### config.mk
export PLATFORM = sky130hd
export DESIGN_NAME = xbar_nxm
export DESIGN_NICKNAME = d
export VERILOG_FILES = /design/src/rtl/xbar_nxm.sv
export SDC_FILE = /design/constraint.sdc
export NUM_CORES = 1
export LEC_CHECK = 0
export ABC_CLOCK_PERIOD_IN_PS = 3300
export BUFFER_PORTS_ARGS = -buffer_cell sky130_fd_sc_hd__buf_4
export CAP_MARGIN = 0
export CORE_AREA = 2 2 156 158
export CTS_BUF_LIST = sky130_fd_sc_hd__clkbuf_16
export DETAILED_ROUTE_END_ITERATION = 7
export DIE_AREA = 0 0 158 160
export GPL_ROUTABILITY_DRIVEN = 0
export PLACE_DENSITY_LB_ADDON = 0.25
export REMOVE_ABC_BUFFERS = 1
export SLEW_MARGIN = 10
export SYNTH_ARGS = -nofsm -noshare
export SYNTH_HDL_FRONTEND = slang
export SYNTH_SLANG_ARGS = --single-unit
### constraint.sdc
create_clock -name clk -period 3.3 [get_ports clk]
set_clock_uncertainty 0.15 [all_clocks]
set_input_delay 0.66 -clock clk [delete_from_list [all_inputs] [get_ports clk]]
set_output_delay 0.66 -clock clk [all_outputs]
set_load 0.03 [all_outputs]
### src/rtl/xbar_nxm.sv
// N-master x M-slave request/response crossbar: address-decoded routing, per-slave
// round-robin arbitration, and in-order read-response return through per-slave ID FIFOs.
module xbar_nxm #(
  parameter  int N_MASTERS = 2,
  parameter  int N_SLAVES  = 2,
  parameter  int ADDR_W    = 32,
  parameter  int DATA_W    = 32,
  parameter  int OUTST     = 4,
  localparam int SEL_W     = $clog2(N_SLAVES),
  localparam int ID_W      = $clog2(N_MASTERS),
  localparam int CNT_W     = $clog2(OUTST + 1),
  localparam int PTR_W     = (OUTST > 1) ? $clog2(OUTST) : 1
) (
  input  logic                          clk,
  input  logic                          rst,
  input  logic [N_MASTERS-1:0]          master_req,
  input  logic [N_MASTERS*ADDR_W-1:0]   master_addr,
  input  logic [N_MASTERS-1:0]          master_cmd,
  input  logic [N_MASTERS*DATA_W-1:0]   master_wdata,
  output logic [N_MASTERS-1:0]          master_ack,
  output logic [N_MASTERS-1:0]          master_resp,
  output logic [N_MASTERS*DATA_W-1:0]   master_rdata,
  output logic [N_SLAVES-1:0]           slave_req,
  output logic [N_SLAVES*ADDR_W-1:0]    slave_addr,
  output logic [N_SLAVES-1:0]           slave_cmd,
  output logic [N_SLAVES*DATA_W-1:0]    slave_wdata,
  input  logic [N_SLAVES-1:0]           slave_ack,
  input  logic [N_SLAVES-1:0]           slave_resp,
  input  logic [N_SLAVES*DATA_W-1:0]    slave_rdata
);

  logic [ADDR_W-1:0]    m_addr  [N_MASTERS];
  logic [DATA_W-1:0]    m_wdata [N_MASTERS];
  logic [SEL_W-1:0]     m_tgt   [N_MASTERS];
  logic [CNT_W-1:0]     rd_cnt  [N_MASTERS];
  logic [SEL_W-1:0]     rd_tgt  [N_MASTERS];
  logic [N_MASTERS-1:0] rd_inc, rd_dec;

  logic [N_MASTERS-1:0] elig    [N_SLAVES];
  logic [ID_W-1:0]      rr_ptr  [N_SLAVES];
  logic [ID_W-1:0]      win     [N_SLAVES];
  logic [N_SLAVES-1:0]  win_vld, accept, push, pop;

  logic [ID_W-1:0]      fifo_mem [N_SLAVES][OUTST];
  logic [PTR_W-1:0]     wr_ptr   [N_SLAVES];
  logic [PTR_W-1:0]     rd_ptr   [N_SLAVES];
  logic [CNT_W-1:0]     fifo_cnt [N_SLAVES];
  logic [ID_W-1:0]      head     [N_SLAVES];
  logic [N_SLAVES-1:0]  fifo_full, fifo_empty;

  function automatic logic [PTR_W-1:0] ptr_inc(input logic [PTR_W-1:0] p);
    return (p == PTR_W'(OUTST - 1)) ? '0 : p + PTR_W'(1);
  endfunction

  // NOTE: combinational blocks assign every output a default first so no path infers a latch.
  always_comb begin
    for (int m = 0; m < N_MASTERS; m++) begin
      m_addr[m]  = master_addr[m*ADDR_W +: ADDR_W];
      m_wdata[m] = master_wdata[m*DATA_W +: DATA_W];
      m_tgt[m]   = master_addr[m*ADDR_W + ADDR_W - 1 -: SEL_W];
    end
    for (int s = 0; s < N_SLAVES; s++) begin
      fifo_full[s]  = (fifo_cnt[s] == CNT_W'(OUTST));
      fifo_empty[s] = (fifo_cnt[s] == '0);
      head[s]       = fifo_mem[s][rd_ptr[s]];
    end
  end

  // A read may only join reads already in flight at the same slave, which keeps each
  // master's responses in order and prevents two slaves answering one master at once.
  always_comb begin
    for (int s = 0; s < N_SLAVES; s++) begin
      elig[s] = '0;
      for (int m = 0; m < N_MASTERS; m++) begin
        if (master_req[m] && m_tgt[m] == SEL_W'(s)) begin
          elig[s][m] = master_cmd[m] ||
                       (!fifo_full[s] &&
                        (rd_cnt[m] == '0 ||
                         (rd_tgt[m] == SEL_W'(s) && rd_cnt[m] < CNT_W'(OUTST))));
        end
      end
    end
  end

  always_comb begin : arb
    logic [ID_W-1:0] idx;
    idx     = '0;
    win_vld = '0;
    for (int s = 0; s < N_SLAVES; s++) begin
      win[s] = '0;
      for (int i = 0; i < N_MASTERS; i++) begin
        idx = ID_W'((int'(rr_ptr[s]) + i) % N_MASTERS);
        if (!win_vld[s] && elig[s][idx]) begin
          win_vld[s] = 1'b1;
          win[s]     = idx;
        end
      end
    end
  end

  always_comb begin
    slave_req    = win_vld;
    slave_addr   = '0;
    slave_cmd    = '0;
    slave_wdata  = '0;
    master_ack   = '0;
    master_resp  = '0;
    master_rdata = '0;
    rd_inc       = '0;
    rd_dec       = '0;
    for (int s = 0; s < N_SLAVES; s++) begin
      accept[s] = slave_ack[s] && win_vld[s];
      push[s]   = accept[s] && !master_cmd[win[s]];
      pop[s]    = slave_resp[s] && !fifo_empty[s];
      if (win_vld[s]) begin
        slave_addr[s*ADDR_W +: ADDR_W]  = m_addr[win[s]];
        slave_cmd[s]                    = master_cmd[win[s]];
        slave_wdata[s*DATA_W +: DATA_W] = m_wdata[win[s]];
      end
      if (accept[s]) master_ack[win[s]] = 1'b1;
      if (push[s])   rd_inc[win[s]]     = 1'b1;
      if (pop[s]) begin
        master_resp[head[s]] = 1'b1;
        rd_dec[head[s]]      = 1'b1;
      end
    end
    for (int m = 0; m < N_MASTERS; m++) begin
      for (int s = 0; s < N_SLAVES; s++) begin
        if (pop[s] && head[s] == ID_W'(m))
          master_rdata[m*DATA_W +: DATA_W] = slave_rdata[s*DATA_W +: DATA_W];
      end
    end
  end

  always_ff @(posedge clk) begin
    if (rst) begin
      for (int m = 0; m < N_MASTERS; m++) begin
        rd_cnt[m] <= '0;
        rd_tgt[m] <= '0;
      end
      for (int s = 0; s < N_SLAVES; s++) begin
        rr_ptr[s]   <= '0;
        wr_ptr[s]   <= '0;
        rd_ptr[s]   <= '0;
        fifo_cnt[s] <= '0;
      end
    end else begin
      for (int m = 0; m < N_MASTERS; m++) begin
        rd_cnt[m] <= rd_cnt[m] + CNT_W'(rd_inc[m]) - CNT_W'(rd_dec[m]);
        if (rd_inc[m]) rd_tgt[m] <= m_tgt[m];
      end
      for (int s = 0; s < N_SLAVES; s++) begin
        if (accept[s])
          rr_ptr[s] <= (win[s] == ID_W'(N_MASTERS - 1)) ? '0 : win[s] + ID_W'(1);
        if (push[s]) wr_ptr[s] <= ptr_inc(wr_ptr[s]);
        if (pop[s])  rd_ptr[s] <= ptr_inc(rd_ptr[s]);
        fifo_cnt[s] <= fifo_cnt[s] + CNT_W'(push[s]) - CNT_W'(pop[s]);
      end
    end
  end

  // NOTE: ID storage carries no reset; fifo_cnt alone decides which entries are live.
  always_ff @(posedge clk) begin
    for (int s = 0; s < N_SLAVES; s++) begin
      if (push[s]) fifo_mem[s][wr_ptr[s]] <= win[s];
    end
  end

  always_ff @(posedge clk) begin
    if (!rst) begin
      for (int s = 0; s < N_SLAVES; s++) begin
        assert (!(slave_resp[s] && fifo_empty[s]))
          else $warning("xbar_nxm: slave %0d responded with no outstanding id, dropped", s);
      end
    end
  end

endmodule

==> out/metrics.yaml, run 1 <==
sta:
  rsz0062_at_grt: "yes"
  final_max_slew_viol_count: 0
  worst_pin_slew_ns: 0.553
  setup_violations: 0
  postLayoutSetupSlackWorst_ns: 0.0817
  final.period_utilization: 0.975
  hold_slack_ns: 0.387
  max_freq_mhz: 311
  setup_tns_ns: 0
  min_period_ns: 3.22
  maxSlewHeadroom: 0.629
  hold_viol: 0
clock_tree:
  clk_path_buf_depth: 2
  cts.reportedPaths.clkPinSlew_ns: 0.06
  cts.sink_count: 32
  worstSkewPairLatency_ns: 0.28
  root_buffer: "clkbuf_16"
  cts_made_buffers: 5
  cts_tree: "done"
  htree_num_levels: 2
  hold_buffers: 0
grt:
  globalRouteTotalUtil: 0.174
  grt_pass1_wl_um: 34400
  grt_pass1_vias: 6263
  grt_start_max_net_pins: 64
  grt.overflow.total: 0
  antenna_found_initial: 0
drt:
  wl_per_cell_um: 17.5
  drc: 0
  firstDrtPassIters: 4
  ant_nets: 0
  drt_iter0_drc: 416
  wl_um: 24700
  avgViaCountPerCell: 4.64
  route.vias.total: 6531
placement:
  dpl_worst_slack_ns: -0.00127
  placed_area_um2: 7970
  placed_cells_incl_taps: 1394
  io_buffers: 400
  place_hpwl_um: 18800
flow_run:
  maxCapViolations: 0
cells_and_area:
  diodes: 0
  synthToLayoutAreaGrowth_pct: 87.0
  postLayoutCoreUtil: 0.349
  drive_gt1_frac: 0.436
  final_nets: 1308
  fin_cells: 1409
  fin_area_um2: 8310
die:
  chipWidth_um: 158
  die_h_um: 160
  dieArea_um2: 25300
  start_util: 0.187
  rows: 57
  io_pins: 402
  core_um2: 23800
worst_setup_path:
  cp.required_ns: 2.49
  rr_endpoint: "rd_cnt[0][5]"
  end_kind: "output port"
  critical_path.max_fanout: 63
  r2r-start: "rd_ptr[0][2]"
  rrSetupSlack_ns: 0.31
  start_kind: "flop"
  arrival_ns: 2.41
  worstSetupPathType: "flop to output port"
  r2r_cells: 11
synth:
  ys_seq_elements: 32
  synth.cell_area_um2: 4450
  seq_area_frac_synth: 0.189
  synthAdderAreaFrac: 0.0687
  synth_cell_type_count: 46
  synth-compound-area-share: 0.331
  synth_edf_count: 20
  ys_warn_count: 0
  synth.avg_cell_area_um2: 6.35
  muxShareOfSynthArea: 0.0152
  synth_cells: 700
  synthSimpleGateAreaFrac: 0.286
  synth_xor_area_frac: 0.0158
  synth_top_family_by_area: "compound AO/OA/AOI/OAI gates"
  synthArstFlopShare: 0
  synth_ff_type: "edfxtp_1"
pwr:
  power_density_nw_per_um2: 647
  irDropWorstVdd_mv: 0.271
  p_total_mw: 5.38
  p_leak_nw: 4.23
outcome:
  status: "complete, no violations"
min_path:
  min_from: "fifo_cnt[0][5]"
  hold_class: "flop to flop"
  hold_end: "fifo_cnt[0][5]"
  hold_path_depth: 2
-- routing by layer --
| metal | vias to the layer above | wire length (um) | share of wire | global-route usage |
|---|---|---|---|---|
| met5 | - | 0 | 0 | 0 |
| met4 | 0 | 1360 | 0.055 | 0.0958 |
| met3 | 56 | 2010 | 0.081 | 0.0334 |
| met2 | 348 | 12200 | 0.49 | 0.312 |
| met1 | 2989 | 9120 | 0.37 | 0.191 |
| li1 | 3138 | - | - | - |
-- report_power, final --
group	switching, mW	internal, mW	total, mW
Combinational	2.56	1.66	4.22
Sequential	0.0949	0.538	0.633
Clock	0.167	0.352	0.518
-- cells by family after synthesis --
logic type	Yosys count
muxes	4
adders and majority gates	22
AOI/OAI and AO/OA	219
xor gates and xnor gates	8
buffers and inverters	102
other	1
and+or+nand+nor	312
DFF	32
-- how the worst max path moves through the flow --
stage / startpoint / endpoint / cells after the start
final: fifo_cnt[0][4] / slave_wdata[51] / 9
after CTS: fifo_cnt[0][4] / master_rdata[45] / 6
after global routing: fifo_cnt[0][4] / slave_wdata[51] / 9
after global placement: master_cmd[1] / slave_wdata[51] / 11
after floorplan: master_cmd[1] / fifo_cnt[0][2] / 12
after detailed placement: master_cmd[1] / slave_wdata[51] / 11
-- layout make-up --
| type | count | area (um^2) |
|---|---|---|
| tap | 324 | 405 |
| sequential | 32 | 842 |
| multi-input combinational | 566 | 3250 |
| clock inverter | 3 | 38.8 |
| fill | 2600 | 15500 |
| clock buffer | 5 | 125 |
| inverter | 46 | 178 |
| timing repair buffer | 433 | 3470 |
-- registers in the layout (all words and copies together), names as in the netlist --
register and count:
rr_ptr 2, fifo_mem 8, rd_ptr 4, rd_cnt 6, wr_ptr 4, rd_tgt 2
fifo_cnt 6
-- cells in the mapped netlist, types with 3 or more instances --
| cell | n | area share |
|---|---|---|
| a2111oi_2 | 3 | 0.010 |
| a211oi_1 | 4 | 0.0068 |
| a21oi_1 | 127 | 0.14 |
| a22o_1 | 64 | 0.13 |
| buf_2 | 20 | 0.023 |
| clkbuf_1 | 34 | 0.029 |
| dfxtp_1 | 12 | 0.054 |
| edfxtp_1 | 20 | 0.14 |
| fa_1 | 4 | 0.018 |
| ha_1 | 18 | 0.051 |
| inv_1 | 44 | 0.037 |
| nand2_1 | 258 | 0.22 |
| nand2b_1 | 7 | 0.0099 |
| nor2_1 | 13 | 0.011 |
| nor2b_1 | 10 | 0.014 |
| nor3_1 | 10 | 0.011 |
| nor3b_1 | 3 | 0.0051 |
| o21ai_0 | 3 | 0.0034 |
| o21bai_1 | 3 | 0.0051 |
| xnor2_1 | 7 | 0.014 |
-- cell usage in the layout, fill, tap and decap left out, drive strengths merged, types with 2 or more instances in the layout --
cell type and count:
buf 429, nand2 258, a21oi 128, a22o 64
inv 46, edfxtp 20, ha 18, nor2 13
dfxtp 12, nor3 10, nor2b 10, clkbuf 8
xnor2 7, nand2b 7, a211oi 5, o21ai 5
fa 4, a2111oi 4, o21bai 4, nor3b 3
and2 2, mux4 2, nand3 2, mux2 2
o211a 2, a21o 2, o31ai 2, and3 2
clkinv 2
-- timing repair --
| action | in CTS | in global routing |
|---|---|---|
| resized for setup | 2 | 11 |
| buffers inserted | 1 | 2 |
| cloned | 1 | 3 |
| endpoints found under the setup margin | 1 | 39 |
-- worst max-delay path, cell delays in order (launching register included) --
cell and delay, ns:
dfxtp_1 0.35, or3b_4 0.44, a21oi_2 0.16, a211oi_2 0.05, buf_4 0.15, o21ai_4 0.09
buf_12 0.29, nand2_1 0.16, a21oi_2 0.24, buf_6 0.17
No activity file was read; power rests on OpenSTA's default activity.
==> run 2, diff against run 1 <==
--- a/config.mk
+++ b/config.mk
@@ -15,6 +15,7 @@
 export GPL_ROUTABILITY_DRIVEN = 0
 export PLACE_DENSITY_LB_ADDON = 0.25
 export REMOVE_ABC_BUFFERS = 1
+export SETUP_SLACK_MARGIN = 0.5
 export SLEW_MARGIN = 10
 export SYNTH_ARGS = -nofsm -noshare
 export SYNTH_HDL_FRONTEND = slang
==> run 2 against run 1 <==
Sequential power increased by 2%. First-iteration DRC count increased by 30%. Total power grew 50%. Sequential share of layout area is 3.4 points lower. Count of clock-buffer cells in the layout did not move. Clock power increased by 0.8%. Combinational power up 64%. Setup slack better by 0.080 ns. Wire length grew 46%. Die area unchanged. Critical path type unchanged. Critical endpoint is now slave_addr[46]. Largest cell class unchanged. Highest routed layer unchanged.
==> out/metrics.yaml, run 2 (synthesized netlist as in run 1, its figures left out) <==
flow_run:
  maxCapViolations: 0  # unchanged
outcome:
  status: "complete, no violations"
sta:
  final.period_utilization: 0.951  # -0.0241
  rsz0062_at_grt: "yes"
  postLayoutSetupSlackWorst_ns: 0.161  # +0.0795 ns
  min_period_ns: 3.14  # -0.0795 ns
  final_max_slew_viol_count: 0  # unchanged
  max_freq_mhz: 319  # +2.5%
  hold_slack_ns: 0.417  # +0.0301 ns
  setup_violations: 0  # unchanged
  hold_viol: 0  # unchanged
placement:
  place_hpwl_um: 18800  # unchanged
  io_buffers: 400  # unchanged
  dpl_worst_slack_ns: -0.00127  # unchanged
  placed_area_um2: 7970  # unchanged
die:
  die_h_um: 160  # unchanged
  rows: 57  # unchanged
  chipWidth_um: 158  # unchanged
  core_um2: 23800  # unchanged
  dieArea_um2: 25300  # unchanged
  io_pins: 402  # unchanged
  start_util: 0.187  # unchanged
grt:
  grt.overflow.total: 0  # unchanged
  grt_pass1_wl_um: 42200  # +22%
  met2_usage: 0.434  # +0.121
  grt_pass1_vias: 6986  # +12%
  busiest_layer: "met2"
  met1_usage: 0.235  # +0.0444
  grt_start_max_net_pins: 33  # -48%
  use_met3: 0.0410  # +0.00760
  antenna_found_initial: 0  # unchanged
  globalRouteTotalUtil: 0.222  # +0.0481
drt:
  drt_iter0_drc: 541  # +30%
  route.vias.total: 7703  # +18%
  wl_um: 36200  # +46%
  wl_per_cell_um: 23.6  # +35%
  firstDrtPassIters: 4  # unchanged
  avgViaCountPerCell: 5.03  # +8.5%
  drc: 0  # unchanged
  ant_nets: 0  # unchanged
worst_setup_path:
  worstSetupPathType: "flop to output port"
  start_kind: "flop"
  end_kind: "output port"
  critical_path.max_fanout: 7  # -89%
  arrival_ns: 2.33  # -0.08 ns
  cp.required_ns: 2.49  # about the same
cells_and_area:
  final_common_cell: "buf_4"
  multi_input_area_um2: 4880  # +50%
  diodes: 0  # unchanged
  synthToLayoutAreaGrowth_pct: 188
  final_nets: 1430  # +9.3%
  fill_cells: 2087  # -20%
  fin_area_um2: 12800  # +54%
  drive_gt1_frac: 0.700  # +0.264
  largest_register_ffs: 8  # unchanged
  final_cell_mix: "buf_4, buf_6, nand2_1"
  register_area_um2: 855  # +1.5%
clock_tree:
  htree_num_levels: 2  # unchanged
  cts.reportedPaths.clkPinSlew_ns: 0.05  # about the same
  cts_made_buffers: 5  # unchanged
  root_buffer: "clkbuf_16"
  cts_tree: "done"
  cts.sink_count: 32  # unchanged
  clk_path_buf_depth: 2  # unchanged
  worstSkewPairLatency_ns: 0.28  # about the same
min_path:
  hold_class: "flop to flop"
pwr:
  irDropWorstVdd_mv: 0.305  # +13%
  p_total_mw: 8.07  # +50%
  p_leak_nw: 6.01  # +42%
  power_density_nw_per_um2: 632  # -2.3%
[run 2: changes by cell type in the layout (fill, tap and decap cells not counted), moves of 25 or more]
cell,change
a21oi_4,+37
nand2_4,+85
a21oi_1,-104
nand2_1,-105
buf_12,+25
a21oi_2,+67
buf_4,-153
buf_6,+201
[run 2: timing repair]
action / 4_1_cts / 5_1_grt
setup buffers: 41 / 38
hold buffers: 0 / 0
cloned: 24 / 26
setup endpoints to repair: 202 / 204
gates resized for setup: 200 / 473
endpoints found under the hold margin: 0 / 0
pin swaps: 43 / 177
[run 2: worst max-delay path, cell delays in order, from the launching register on]
cell and delay (ns):
dfxtp_2 0.32, or3b_4 0.42, a21oi_2 0.13, nand4b_1 0.20
o21ai_4 0.12, inv_4 0.10, buf_12 0.15, buf_12 0.12
clkbuf_16 0.14, nand2_4 0.04, a21oi_2 0.15, buf_6 0.15
[run 2: stage by stage]
stage	TNS, ns	util	std cells
after CTS	0	0.421	1467
after floorplan	-207.79	-	644
after global routing	0	0.537	1531
after detailed placement	-0.00127	0.334	1394
after global placement	0	0.334	1394
final	0	0.537	1531
[run 2: worst paths after layout]
check        slack, ns      startpoint  cells past startpoint        endpoint
max               0.16  fifo_cnt[0][3]                     11  slave_addr[46]
min               0.42    rd_cnt[0][4]                      2    rd_cnt[0][5]
max reg2reg       0.30  fifo_cnt[0][3]                     15  fifo_cnt[0][5]
min reg2reg       0.42    rd_cnt[0][4]                      2    rd_cnt[0][5]
[run 2: final cells by class]
| type | instances | share of cell area |
|---|---|---|
| clock inverters | 3 | 0.00303 |
| inverters | 46 | 0.0157 |
| multi-input cells | 566 | 0.381 |
| clock buffers | 5 | 0.00979 |
| well taps | 324 | 0.0317 |
| repair buffers | 555 | 0.492 |
| flip-flops and latches | 32 | 0.0668 |
[run 2: per-layer routing]
layer / vias to the layer above / routed length [um]
met4: 0 / 2310
met3: 142 / 2820
met1: 3678 / 12200
met2: 480 / 18800
li1: 3403 / -
met5: - / 0
[run 2: power by group]
part | switching (mW) | total, mW | leakage [nW] | internal (mW)
clock network | 0.170 | 0.522 | 0.0850 | 0.352
logic | 3.62 | 6.91 | 5.62 | 3.29
registers | 0.0955 | 0.645 | 0.302 | 0.550
==> run 3, diff against run 2 <==
--- a/config.mk
+++ b/config.mk
@@ -10,10 +10,10 @@
 export CAP_MARGIN = 0
 export CORE_AREA = 2 2 156 158
 export CTS_BUF_LIST = sky130_fd_sc_hd__clkbuf_16
+export CTS_CLUSTER_SIZE = 20
 export DETAILED_ROUTE_END_ITERATION = 7
 export DIE_AREA = 0 0 158 160
 export GPL_ROUTABILITY_DRIVEN = 0
-export PLACE_DENSITY_LB_ADDON = 0.25
 export REMOVE_ABC_BUFFERS = 1
 export SETUP_SLACK_MARGIN = 0.5
 export SLEW_MARGIN = 10
==> run 3 against run 2 <==
Cell count decreased by 0.59%. Non-clock buffer count decreased by 11. Combinational power decreased by 0.9%. Sequential cell count unchanged. Worst hold slack improved by 0.021 ns. Highest routed layer unchanged. Critical path depth unchanged. Sequential share of layout area decreased by 0.12 points.
==> out/metrics.yaml, run 3 (synthesized netlist as in run 1, its figures left out) <==
cells_and_area:
  largest_register_ffs: 8  # unchanged
  final_common_cell: "buf_4"
  final_nets: 1420  # -0.70%
  fill_cells: 1978  # -5.2%
  fin_cells: 1522  # -0.59%
  drive_gt1_frac: 0.747  # +0.0468
  final_cell_mix: "buf_4, buf_6, nand2_4"
  synthToLayoutAreaGrowth_pct: 192
pwr:
  p_switching_mw: 3.92  # +0.87%
  swShare: 0.489  # +0.00731
  p_int_mw: 4.10  # -2.0%
  p_total_mw: 8.02  # -0.64%
  comb_power_share: 0.853  # -0.002
  power_density_nw_per_um2: 619  # -2.0%
  clkPwrFrac: 0.066  # about the same
  irDropWorstVdd_mv: 0.293  # -3.9%
  sequentialPowerShare: 0.080  # about the same
  p_leak_nw: 6.19  # +3.1%
worst_setup_path:
  worstSetupPathType: "flop to output port"
  cp_num_buf_inv: 5  # unchanged
  arrival_ns: 2.39  # +0.06 ns
  worstPathCellList: "or3b_4 -> a21oi_4 -> a211oi_4 -> buf_4 -> o21ai_4 -> buf_12 -> inv_12 -> buf_4 -> mux2_4 -> and2_4 -> buf_6"
  path_delay_family: "buffers and inverters"
  cpPeakStageDelay_ns: 0.43  # about the same
  cp.required_ns: 2.49  # about the same
  crit_top_cell: "buf_4"
  start_kind: "flop"
  end_kind: "output port"
  slowest_stage: "or3b_4"
  critical_path.max_fanout: 5  # -2
grt:
  grt_pass1_vias: 6987  # +0.014%
  grt.overflow.total: 0  # unchanged
  globalRouteTotalUtil: 0.228  # +0.00589
  antenna_found_initial: 0  # unchanged
  grt_pass1_wl_um: 43200  # +2.5%
  grt_start_max_net_pins: 32  # -3.0%
sta:
  final_max_slew_viol_count: 0  # unchanged
  final.period_utilization: 0.971  # +0.0200
  min_period_ns: 3.20  # +0.0659 ns
  hold_viol: 0  # unchanged
  rsz0062_at_grt: "yes"
  setup_violations: 0  # unchanged
  max_freq_mhz: 312  # -2.1%
clock_tree:
  cts.reportedPaths.clkPinSlew_ns: 0.05  # about the same
  cts_made_buffers: 5  # unchanged
  clk_path_buf_depth: 2  # unchanged
  cts.sink_count: 32  # unchanged
  worstSkewPairLatency_ns: 0.28  # about the same
  cts_tree: "done"
  htree_num_levels: 2  # unchanged
  root_buffer: "clkbuf_16"
  hold_buffers: 0  # unchanged
drt:
  drt_iter0_drc: 571  # +5.5%
  avgViaCountPerCell: 5.10  # +1.3%
  firstDrtPassIters: 5  # +1
  route.vias.total: 7761  # +0.75%
  drc: 0  # unchanged
  wl_um: 37100  # +2.7%
  ant_nets: 0  # unchanged
  wl_per_cell_um: 24.4  # +3.3%
die:
  chipWidth_um: 158  # unchanged
  rows: 57  # unchanged
  io_pins: 402  # unchanged
  die_h_um: 160  # unchanged
  core_um2: 23800  # unchanged
  dieArea_um2: 25300  # unchanged
  start_util: 0.187  # unchanged
outcome:
  status: "complete, no violations"
placement:
  io_buffers: 400  # unchanged
  place_hpwl_um: 18000  # -4.1%
  placed_cells_incl_taps: 1393  # -0.072%
flow_run:
  maxCapViolations: 0  # unchanged
min_path:
  hold_class: "flop to flop"
run 3: through the flow:
step | worst slack, ns | setup TNS, ns | util | cell area [um^2] | hold slack (ns)
finish | 0.0954 | 0 | 0.544 | 13000 | 0.437
CTS | 0.191 | 0 | 0.425 | 10100 | 0.433
global placement | 0.0318 | 0 | 0.332 | 7910 | 0.375
floorplan | -2.19 | -207.79 | - | 4200 | 0.348
global route | 0.0458 | 0 | 0.544 | 13000 | 0.476
detailed placement | 0.0376 | 0 | 0.332 | 7910 | 0.372
run 3: power by group through the flow:
stage | clock, mW | combinational (mW) | sequential, mW
finish | 0.531 | 6.85 | 0.645
global route | 0.551 | 7.11 | 0.657
CTS | 0.524 | 5.38 | 0.635
detailed placement | 0 | 4.04 | 0.632
global placement | 0 | 4.03 | 0.632
floorplan | 0 | 2.44 | 0.607
run 3: area by class of cell:
cell class	instances	area, um^2	share of cell area
Sequential cell	32	851	0.0656
Multi-Input combinational cell	566	5150	0.397
Timing Repair Buffer	544	6190	0.477
Clock inverter	3	37.5	0.00289
Inverter	46	200	0.0154
Tap cell	324	405	0.0313
Clock buffer	5	125	0.00965
Antenna cell	1	2.50	0.000193
Timing Repair inverter	1	7.51	0.000579
run 3: routing by layer:
metal  routed length (um)  track usage  up-vias
met3                 3200       0.0383      112
met2                19300        0.436      533
met1                12800        0.253     3724
met4                 1780       0.0700        0
met5                    0            0        -
li1                     -            -     3392
run 3: what timing repair did:
| item | in CTS | in global routing |
|---|---|---|
| gates resized for setup | 239 | 523 |
| setup endpoints to repair | 202 | 203 |
| pin swaps | 52 | 240 |
| cloned | 28 | 22 |
| buffers inserted | 39 | 31 |
run 3: final timing paths:
check,end,start,slack [ns],cells past startpoint
hold reg to reg,rd_cnt[0][2],rd_cnt[0][1],0.44,2
hold / removal,rd_cnt[0][2],rd_cnt[0][1],0.44,2
setup reg to reg,fifo_cnt[0][4],fifo_cnt[0][4],0.24,14
setup / recovery,slave_cmd[1],fifo_cnt[0][4],0.1,11
run 3: worst min-delay path, cell delays in order, from the launching register on:
cell     delay (ns)
dfxtp_1        0.35
xnor2_1        0.16
nor2_1         0.04
